$ cat config.mk
export PLATFORM = sky130hd
export DESIGN_NAME = tug_scorer
export DESIGN_NICKNAME = d
export VERILOG_FILES = /design/src/rtl/tug_pkg.sv /design/src/rtl/edge_detect.sv /design/src/rtl/tug_scorer.sv
export SDC_FILE = /design/constraint.sdc
export NUM_CORES = 1
export LEC_CHECK = 0
export CAP_MARGIN = 20
export CORE_UTILIZATION = 48
export CTS_CLUSTER_DIAMETER = 50
export CTS_CLUSTER_SIZE = 10
export DETAILED_ROUTE_END_ITERATION = 8
export PLACE_DENSITY = 0.73
export SLEW_MARGIN = 20
export SYNTH_ARGS = -nofsm -noshare
export SYNTH_HDL_FRONTEND = slang
export SYNTH_HIERARCHICAL = 1
export SYNTH_SLANG_ARGS = --single-unit
$ cat constraint.sdc
create_clock -name clk -period 3 [get_ports clk]
set_clock_uncertainty 0.15 [all_clocks]
set_input_delay 0.6 -clock clk [delete_from_list [all_inputs] [get_ports clk]]
set_output_delay 0.6 -clock clk [all_outputs]
set_load 0.05 [all_outputs]
$ cat src/rtl/tug_pkg.sv
// Shared constants and types for the tug-of-war scorer.
// Holds the LED mux mode encodings, the rope-position constants,
// the winner encodings and the scorer's state type.
package tug_pkg;

   // Display-mode select values for the LED mux. 2'b11 is reserved and never driven.
   localparam logic [1:0] LEDS_SHOW_SCORE = 2'b00;
   localparam logic [1:0] LEDS_ALL_ON     = 2'b01;
   localparam logic [1:0] LEDS_ALL_OFF    = 2'b10;

   // One-hot rope positions; bit6 is the left player's end.
   localparam logic [6:0] CENTER    = 7'b0001000;
   localparam logic [6:0] LEFT_END  = 7'b1000000;
   localparam logic [6:0] RIGHT_END = 7'b0000001;

   // Winner indication.
   localparam logic [1:0] WIN_NONE  = 2'b00;
   localparam logic [1:0] WIN_LEFT  = 2'b10;
   localparam logic [1:0] WIN_RIGHT = 2'b01;

   typedef enum logic [1:0] {
      IDLE = 2'd0,
      PLAY = 2'd1,
      WIN  = 2'd2
   } state_t;

endpackage

$ cat src/rtl/edge_detect.sv
// Rising-edge detector for an already synchronised, debounced button level.
// Ports:
//   clk   - system clock
//   rst   - synchronous active-high reset, clears the remembered level
//   level - button level
//   pulse - high for the single cycle in which level is high and was low
//           on the previous cycle
module edge_detect (
   input  logic clk,
   input  logic rst,
   input  logic level,
   output logic pulse
);

   logic prev_level;

   // Clearing the remembered level on reset means a button held through
   // reset release is seen as a fresh press on the first free cycle.
   always_ff @(posedge clk) begin
      if (rst) begin
         prev_level <= 1'b0;
      end else begin
         prev_level <= level;
      end
   end

   // Combinational so a press acts on the same edge at which it is first sampled.
   assign pulse = level & ~prev_level;

endmodule

$ cat src/rtl/tug_scorer.sv
// Tug-of-war scorer: tracks a one-hot rope position moved by two players'
// buttons, declares a winner when the rope reaches either end, and flashes
// the display while a win is shown.
// Parameters:
//   FLASH_DIV - clock cycles per half-period of the win flash
// Ports:
//   clk       - system clock
//   rst       - synchronous active-high reset
//   pbl, pbr  - left / right button levels (synchronised, debounced)
//   clear     - new-game request level
//   leds_ctrl - LED mux mode select (registered)
//   score     - one-hot rope position, bit6 = left end (registered)
//   winner    - 2'b10 left, 2'b01 right, 2'b00 none (registered)
module tug_scorer
   import tug_pkg::*;
#(
   parameter int FLASH_DIV = 25_000_000
) (
   input  logic       clk,
   input  logic       rst,
   input  logic       pbl,
   input  logic       pbr,
   input  logic       clear,
   output logic [1:0] leds_ctrl,
   output logic [6:0] score,
   output logic [1:0] winner
);

   // A width of at least one keeps the counter legal for FLASH_DIV = 1.
   localparam int CNT_W = (FLASH_DIV > 1) ? $clog2(FLASH_DIV) : 1;
   localparam logic [CNT_W-1:0] FLASH_LAST = CNT_W'(FLASH_DIV - 1);

   state_t           state;
   logic [CNT_W-1:0] flash_cnt;
   logic             press_l;
   logic             press_r;
   logic [6:0]       score_left;
   logic [6:0]       score_right;

   edge_detect u_edge_l (
      .clk   (clk),
      .rst   (rst),
      .level (pbl),
      .pulse (press_l)
   );

   edge_detect u_edge_r (
      .clk   (clk),
      .rst   (rst),
      .level (pbr),
      .pulse (press_r)
   );

   // The rope is never at an end while in PLAY (reaching one leaves PLAY on
   // the same edge), so a one-bit shift can neither wrap nor empty the score.
   assign score_left  = {score[5:0], 1'b0};
   assign score_right = {1'b0, score[6:1]};

   always_ff @(posedge clk) begin
      if (rst) begin
         state     <= IDLE;
         leds_ctrl <= LEDS_ALL_ON;
         score     <= CENTER;
         winner    <= WIN_NONE;
         flash_cnt <= '0;
      end else begin
         case (state)
            IDLE: begin
               // The starting press only wakes the game up; it does not move the rope.
               if (!clear && (press_l || press_r)) begin
                  state     <= PLAY;
                  leds_ctrl <= LEDS_SHOW_SCORE;
               end
            end

            PLAY: begin
               if (clear) begin
                  state     <= IDLE;
                  leds_ctrl <= LEDS_ALL_ON;
                  score     <= CENTER;
                  winner    <= WIN_NONE;
               end else if (press_l && !press_r) begin
                  score <= score_left;
                  if (score_left == LEFT_END) begin
                     state     <= WIN;
                     winner    <= WIN_LEFT;
                     flash_cnt <= '0;
                     leds_ctrl <= LEDS_SHOW_SCORE;
                  end
               end else if (press_r && !press_l) begin
                  score <= score_right;
                  if (score_right == RIGHT_END) begin
                     state     <= WIN;
                     winner    <= WIN_RIGHT;
                     flash_cnt <= '0;
                     leds_ctrl <= LEDS_SHOW_SCORE;
                  end
               end
            end

            WIN: begin
               if (clear) begin
                  state     <= IDLE;
                  leds_ctrl <= LEDS_ALL_ON;
                  score     <= CENTER;
                  winner    <= WIN_NONE;
                  flash_cnt <= '0;
               end else if (flash_cnt == FLASH_LAST) begin
                  flash_cnt <= '0;
                  leds_ctrl <= (leds_ctrl == LEDS_SHOW_SCORE) ? LEDS_ALL_OFF : LEDS_SHOW_SCORE;
               end else begin
                  flash_cnt <= flash_cnt + CNT_W'(1);
               end
            end

            default: begin
               state     <= IDLE;
               leds_ctrl <= LEDS_ALL_ON;
               score     <= CENTER;
               winner    <= WIN_NONE;
               flash_cnt <= '0;
            end
         endcase
      end
   end

endmodule

==> flow_metrics.env, run 1 <==
export IMPL_reg2reg_from="flash_cnt[7]"
export IMPL_synth_compound_area_share_pct=22.0
export IMPL_finalCritPeriodShare_pct=94.3
export IMPL_reg2reg_to="leds_ctrl[0]"
export IMPL_ys_warn_count=6
export IMPL_synth_simple_area_share_pct=28.1
export IMPL_drt_iter0_drc=83
export IMPL_grt_pass1_wl_um=8050
export IMPL_start_util_pct=50.9
export IMPL_p_leak_uw=0.000902
export IMPL_crit_type="input port to flop"
export IMPL_hold_start="flash_cnt[22]"
export IMPL_hpwlAfterDp_um=3490
export IMPL_seqCellArea_um2=801
export IMPL_holdBufCountCts=0
export IMPL_core_area_mm2=0.00406
export IMPL_p_per_area_mw_per_mm2=447
export IMPL_ios=16
export IMPL_grt_pass1_vias=1747
export IMPL_synth_ff_type="dfxtp_1"
export IMPL_finalCriticalPeriod_ns=2.83
export IMPL_critPathCaptureType="flop"
export IMPL_ir_drop_uv=329
export IMPL_portBuffers=15
export IMPL_synth_seq_area_share_pct=38.7
export IMPL_final_nets=284
export IMPL_synthesis_area_mm2=0.00207
export IMPL_required_ns=3.03
export IMPL_root_buffer="clkbuf_8"
export IMPL_hold_end="flash_cnt[22]"
export IMPL_drtPass1Iterations=4
export IMPL_grt_max_degree=23
export IMPL_finalSetupViolCount=0
export IMPL_synth_seq_cells=40
export IMPL_viasPerCell=5.88
export IMPL_insertion_delay_ns=0.29
export IMPL_synth_cell_types=50
export IMPL_status="finished, final reports clean"
export IMPL_nFillCells=365
export IMPL_diodes=0
export IMPL_startpoint_type="input port"
export IMPL_area_growth_syn_to_layout_pct=20.9
export IMPL_r2r_setup_slack_ns=0.55
export IMPL_syn_inst=249
export IMPL_syn_nets=258
export IMPL_dieArea_mm2=0.00457
export IMPL_placedInstanceArea_mm2=0.00236
export IMPL_drv_cap=0
export IMPL_critical_path_arrival_ns=2.86
export IMPL_drv_slew=0
export IMPL_r2r_cells=5
export IMPL_vias=1918
export IMPL_drc_errors=0
export IMPL_critPathMaxFanout=3
export IMPL_drtAntennaViolNets=0
export IMPL_async_flop_share_pct=0
export IMPL_gp_congestion=0.838
export IMPL_clock_path_buffers=2
export IMPL_final_layout_size_suffix_gt1_share_pct=13.0
export IMPL_grt_use_total_pct=23.2
export IMPL_cts_tree="built"
export IMPL_worstMarginPinSlew_ns=0.839
export IMPL_die_h_um=67.6
export IMPL_synth_fa_ha_area_share_pct=2.42
export IMPL_totalWireLength_um=4770
export IMPL_fp_row_count=23
export IMPL_synth_edf_count=0
export IMPL_ctsHtreeMaxLevel=2
export IMPL_cts_sinks=40
export IMPL_cts_made_buffers=5
export IMPL_hold_viol_final=0
export IMPL_synth_top_family_by_area="simple AND/OR/NAND/NOR gates"
export IMPL_detail_route_wl_per_cell_um=14.6
export IMPL_multi_input_area_mm2=0.00122
export IMPL_antenna_found_initial=0
export IMPL_worstHoldPathType="flop to flop"
export IMPL_stdcell_area_mm2=0.00250
export IMPL_clk_pin_slew_ns=0.08
export IMPL_hold_ws_ns=0.330
export IMPL_synth_area_mux_share_pct=2.48
export IMPL_grt_setup_unrepaired="false"
export IMPL_syn_avg_cell_area_um2=8.30
export IMPL_max_freq_ghz=0.353
export IMPL_whs_path_depth=2
export IMPL_synthXorXnorAreaFrac_pct=2.97
export IMPL_grt_overflow=0
export IMPL_slew_headroom_pct=43.5
export IMPL_die_w_um=67.6
worst max path at each step:
| stage | start | endpoint | slack, ns | cells after the start |
|---|---|---|---|---|
| after CTS | pbl | leds_ctrl[0] | 0.12 | 8 |
| after floorplan | pbr | leds_ctrl[0] | 0.37 | 8 |
| after global placement | pbr | leds_ctrl[0] | -0.04 | 9 |
| final | pbl | leds_ctrl[0] | 0.17 | 8 |
| after detailed placement | pbl | leds_ctrl[0] | -0.18 | 8 |
| after global routing | pbl | leds_ctrl[0] | 0.02 | 8 |
worst max-delay path, cell delays in order:
cell and delay, ns:
clkdlybuf4s50_1 0.48, nor2b_4 0.16, ha_1 0.21, nor4bb_2 0.36, o21ai_0 0.17, o21a_1 0.20, or3_1 0.39, a211o_1 0.29
stage by stage:
| stage | power, uW | utilization (%) | worst slack (ns) | std cells | TNS, ns |
|---|---|---|---|---|---|
| 3_5_place_dp | 652 | 58.2 | -0.183 | 318 | -0.564 |
| 4_1_cts | 1130 | 61.3 | 0.120 | 326 | 0 |
| 3_3_place_gp | 650 | 58.2 | -0.0416 | 318 | -0.0416 |
| 5_1_grt | 1160 | 61.6 | 0.0249 | 326 | 0 |
| 6_report | 1120 | 61.6 | 0.171 | 326 | 0 |
| 2_1_floorplan | 617 | - | 0.369 | 249 | 0 |
cell usage after synthesis (2+ instances only):
master	instances	area, um2
nand3b_1	2	15.0
and3_1	6	37.5
nor2_1	31	116
a22oi_1	4	30.0
nand2_1	26	97.6
ha_1	4	50.1
a21oi_1	17	85.1
nand3_1	9	45.0
inv_1	6	22.5
o2111ai_1	3	26.3
or3_1	5	31.3
nand2b_1	2	12.5
mux2i_1	4	40.0
dfxtp_1	40	801
nor2b_4	4	55.1
o21ai_0	14	70.1
or4bb_1	2	22.5
nor4_1	2	12.5
a32oi_1	3	26.3
nor3_1	4	20.0
a31oi_1	7	43.8
xor2_1	6	52.6
o21a_1	3	22.5
a41oi_1	3	26.3
o211ai_1	3	22.5
nand4_1	4	25.0
clkbuf_1	12	45.0
kinds of logic (layout without fill, tap and decap cells):
| group | after synthesis | after routing |
|---|---|---|
| and+or+nand+nor | 106 | 106 |
| xor gates and xnor gates | 7 | 7 |
| buffers and inverters | 18 | 45 |
| adders and majority gates | 4 | 4 |
| DFF | 40 | 40 |
| muxes | 5 | 5 |
| AOI/OAI and AO/OA | 69 | 69 |
flip-flops by register name, indices dropped and copies added (netlist names):
signal,cells
u_edge_r/prev_level,1
state,2
leds_ctrl,2
flash_cnt,25
u_edge_l/prev_level,1
winner,2
score,7
cells in the final DEF, fill, tap and decap left out, types with 5 or more instances in the layout:
master / synthesis / layout
nor2_1: 31 / 31
dfxtp_1: 40 / 40
inv_1: 6 / 6
clkdlybuf4s50_1: 0 / 15
and3_1: 6 / 6
buf_4: 0 / 16
a21oi_1: 17 / 17
or3_1: 5 / 5
xor2_1: 6 / 6
o21ai_0: 14 / 14
nand2_1: 26 / 26
nand3_1: 9 / 9
a31oi_1: 7 / 7
clkbuf_8: 0 / 7
metal layers:
| layer | wire (um) | GRT usage (%) | part of all wire, % |
|---|---|---|---|
| met1 | 2320 | 30.9 | 49 |
| met2 | 2280 | 37.5 | 48 |
| met3 | 134 | 4.05 | 2.8 |
| met4 | 44 | 7.18 | 0.92 |
| met5 | 0 | 0 | 0 |
where the power goes:
part / switching (uW) / internal (uW) / total [uW] / leakage [uW]
clock: 184 / 294 / 478 / 0.0000645
sequential: 9.24 / 537 / 546 / 0.000323
combinational: 53.9 / 40.1 / 94.0 / 0.000514
cell type report:
type	instances	share of cell area (%)
clock inverter	1	1.20
inverter	6	0.901
timing repair buffer	31	10.8
tap	50	2.50
clock buffer	7	3.85
sequential	40	32.0
multi-input combinational	191	48.7
repair_timing:
| action | CTS | global route |
|---|---|---|
| endpoints found under the hold margin | 0 | 0 |
| buffers inserted | 0 | 0 |
| endpoints found under the setup margin | 0 | 1 |
| gates resized for setup | 0 | 2 |
(Power assumes the default switching activity.)
==> run 2, diff against run 1 <==
PLACE_DENSITY = 0.72   (was 0.73)
SYNTH_HIERARCHICAL = unset   (was 1)
==> run 2 against run 1 <==
  * Critical path depth increased by 1
  * Via count decreased by 7.1%
  * Sequential share of layout area decreased by 1.1 points
  * Worst setup slack improved by 0.094 ns
  * Wire length decreased by 8.3%
  * Maximum frequency increased by 3.4%
  * Core utilization decreased by 2.2 points
  * Combinational power increased by 9%
  * Hold slack improved by 0.023 ns
  * Count of clock-buffer cells in the layout decreased by 1
  * Sequential cell count unchanged
==> flow_metrics.env, run 2 <==
export IMPL_p_leak_uw=0.000889
export IMPL_syn_inst=234
export IMPL_hold_ws_ns=0.353
export IMPL_wl_met2_um=1940
export IMPL_root_buffer="clkbuf_8"
export IMPL_ys_warn_count=0
export IMPL_drt_iter0_drc=130
export IMPL_power_total_uw=1080
export IMPL_synth_edf_count=0
export IMPL_finalCriticalPeriod_ns=2.74
export IMPL_reg_largest_list="flash_cnt: 25 flops, score: 7 flops"
export IMPL_status="finished, final reports clean"
export IMPL_synth_fa_ha_area_share_pct=2.29
export IMPL_antenna_found_initial=0
export IMPL_clk_pin_slew_ns=0.07
export IMPL_holdBufCountCts=0
export IMPL_drt_met1_wl_um=2170
export IMPL_drc_errors=0
export IMPL_ir_drop_uv=244
export IMPL_grt_max_degree=20
export IMPL_synth_seq_cells=40
export IMPL_max_freq_ghz=0.366
export IMPL_final_nets=271
export IMPL_cts_sinks=40
export IMPL_yosysMostFrequentCell="dfxtp_1"
export IMPL_regMostFlops="flash_cnt"
export IMPL_synth_simple_area_share_pct=23.9
export IMPL_p_per_area_mw_per_mm2=419
export IMPL_viasPerCell=5.65
export IMPL_synthesis_area_mm2=0.00218
export IMPL_routed_wl_met3_um=201
export IMPL_final_common_cell="dfxtp_1"
export IMPL_critical_path_arrival_ns=2.78
export IMPL_cts_made_buffers=5
export IMPL_critPathCaptureType="flop"
export IMPL_grt_overflow=0
export IMPL_worstMarginPinSlew_ns=0.574
export IMPL_fp_row_count=24
export IMPL_syn_avg_cell_area_um2=9.33
export IMPL_worstHoldPathType="flop to flop"
export IMPL_grt_use_total_pct=19.8
export IMPL_synth_commonest_cells="dfxtp_1, nor2_1, a21oi_1"
export IMPL_ios=16
export IMPL_die_w_um=69.4
export IMPL_diodes=0
export IMPL_synth_area_mux_share_pct=2.75
export IMPL_cts_tree="built"
export IMPL_vias=1781
export IMPL_area_growth_syn_to_layout_pct=18.5
export IMPL_hold_viol_final=0
export IMPL_synth_compound_area_share_pct=22.0
export IMPL_finalCritPeriodShare_pct=91.2
export IMPL_totalWireLength_um=4380
export IMPL_critPathMaxFanout=7
export IMPL_layout_common_cells="dfxtp_1, nor2_1, a21oi_1, buf_4, clkdlybuf4s50_1"
export IMPL_clock_path_buffers=2
export IMPL_synth_area_top_cells="dfxtp_1, xnor2_1, nor2_1, a21oi_1, mux2i_1"
export IMPL_dieArea_mm2=0.00482
export IMPL_detail_route_wl_per_cell_um=13.9
export IMPL_drv_cap=0
export IMPL_synth_top_family_by_area="simple AND/OR/NAND/NOR gates"
export IMPL_synth_cell_types=53
export IMPL_grt_setup_unrepaired="false"
export IMPL_post_cts_buffers=0
export IMPL_yosysTopAreaCell="dfxtp_1"
export IMPL_core_area_mm2=0.00435
export IMPL_netlist_area_leader_share_pct=36.7
export IMPL_drv_slew=0
export IMPL_syn_nets=243
export IMPL_crit_type="input port to flop"
export IMPL_slew_headroom_pct=61.7
export IMPL_ctsHtreeMaxLevel=2
export IMPL_async_flop_share_pct=0
export IMPL_insertion_delay_ns=0.30
export IMPL_cts_resized=0
export IMPL_drtAntennaViolNets=0
export IMPL_final_layout_size_suffix_gt1_share_pct=18.6
export IMPL_grt_pass1_wl_um=7640
export IMPL_drtPass1Iterations=4
export IMPL_start_util_pct=50.1
export IMPL_die_h_um=69.4
export IMPL_synth_seq_area_share_pct=36.7
export IMPL_synthXorXnorAreaFrac_pct=8.03
export IMPL_grt_pass1_vias=1697
export IMPL_hpwlAfterDp_um=3170
export IMPL_required_ns=3.04
export IMPL_top_layer="met4"
export IMPL_finalSetupViolCount=0
export IMPL_largest_reg_flops=25
export IMPL_gp_congestion=0.791
export IMPL_synth_ff_type="dfxtp_1"
export IMPL_portBuffers=15
export IMPL_startpoint_type="input port"
-- run 2: cell types whose count changed in the layout (fill, tap and decap cells not counted), sizes merged, moves of 7 or more --
| cell | delta |
|---|---|
| nand2 | -17 |
| o21ai | -10 |
| xnor2 | +13 |
| a31oi | -7 |
-- run 2: final cells by class --
class,count,area (um2)
multi-input cells,173,1280
well taps,52,65.1
inverters,10,37.5
clock inverters,2,35.0
flip-flops and latches,40,801
repair buffers,32,290
fillers,389,1770
clock buffers,6,72.6
-- run 2: worst paths after layout --
path,slack [ns],from,cells past startpoint,to
min reg2reg,0.35,flash_cnt[15],2,flash_cnt[15]
min,0.35,flash_cnt[15],2,flash_cnt[15]
max reg2reg,0.71,u_edge_r.prev_level,8,flash_cnt[16]
max,0.26,pbl,9,flash_cnt[16]
-- run 2: power by group --
group	total [uW]	leakage [uW]	internal (uW)	switching, uW
registers	546	0.000323	537	8.82
clock network	435	0.0000552	247	188
logic	102	0.000511	41.8	59.8
total	1080	0.000889	826	257
-- run 2: cells by family (layout without fill, tap and decap cells) --
| group | Yosys count | in the layout |
|---|---|---|
| AOI/OAI and AO/OA | 54 | 54 |
| xor gates and xnor gates | 20 | 20 |
| adders and majority gates | 4 | 4 |
| buffers and inverters | 21 | 50 |
| DFF | 40 | 40 |
| muxes | 6 | 6 |
| and+or+nand+nor | 89 | 89 |
-- run 2: per-stage QoR --
stage / area, um2 / util [%] / std cells / setup slack, ns / setup TNS [ns]
finish: 2590 / 59.4 / 315 / 0.265 / 0
detailed placement: 2480 / 56.9 / 307 / -0.0443 / -0.147
global route: 2590 / 59.4 / 315 / 0.138 / 0
floorplan: 2180 / - / 234 / 0.568 / 0
CTS: 2590 / 59.4 / 315 / 0.272 / 0
global placement: 2480 / 56.9 / 307 / 0.00227 / 0
-- run 2: critical path, stage by stage --
cell and delay, ns:
clkdlybuf4s50_1 0.46, nor2b_1 0.17, ha_1 0.31, and4bb_4 0.31, o211ai_4 0.12, buf_4 0.19, a2111oi_2 0.39, xnor2_1 0.18
nor2_2 0.04
-- run 2: per-layer routing --
layer  vias to the layer above  global-route usage (%)
met1                       844                    26.0
met3                         6                    4.65
li1                        905                       -
met2                        26                    31.5
met4                         0                    7.71
met5                         -                       0
==> run 3, diff against run 2 <==
PLACE_DENSITY = 0.73   (was 0.72)
SYNTH_HIERARCHICAL = 1   (was unset)
==> results of run 3 <==
Final layout, timing and power as in run 1 (identical DEF).
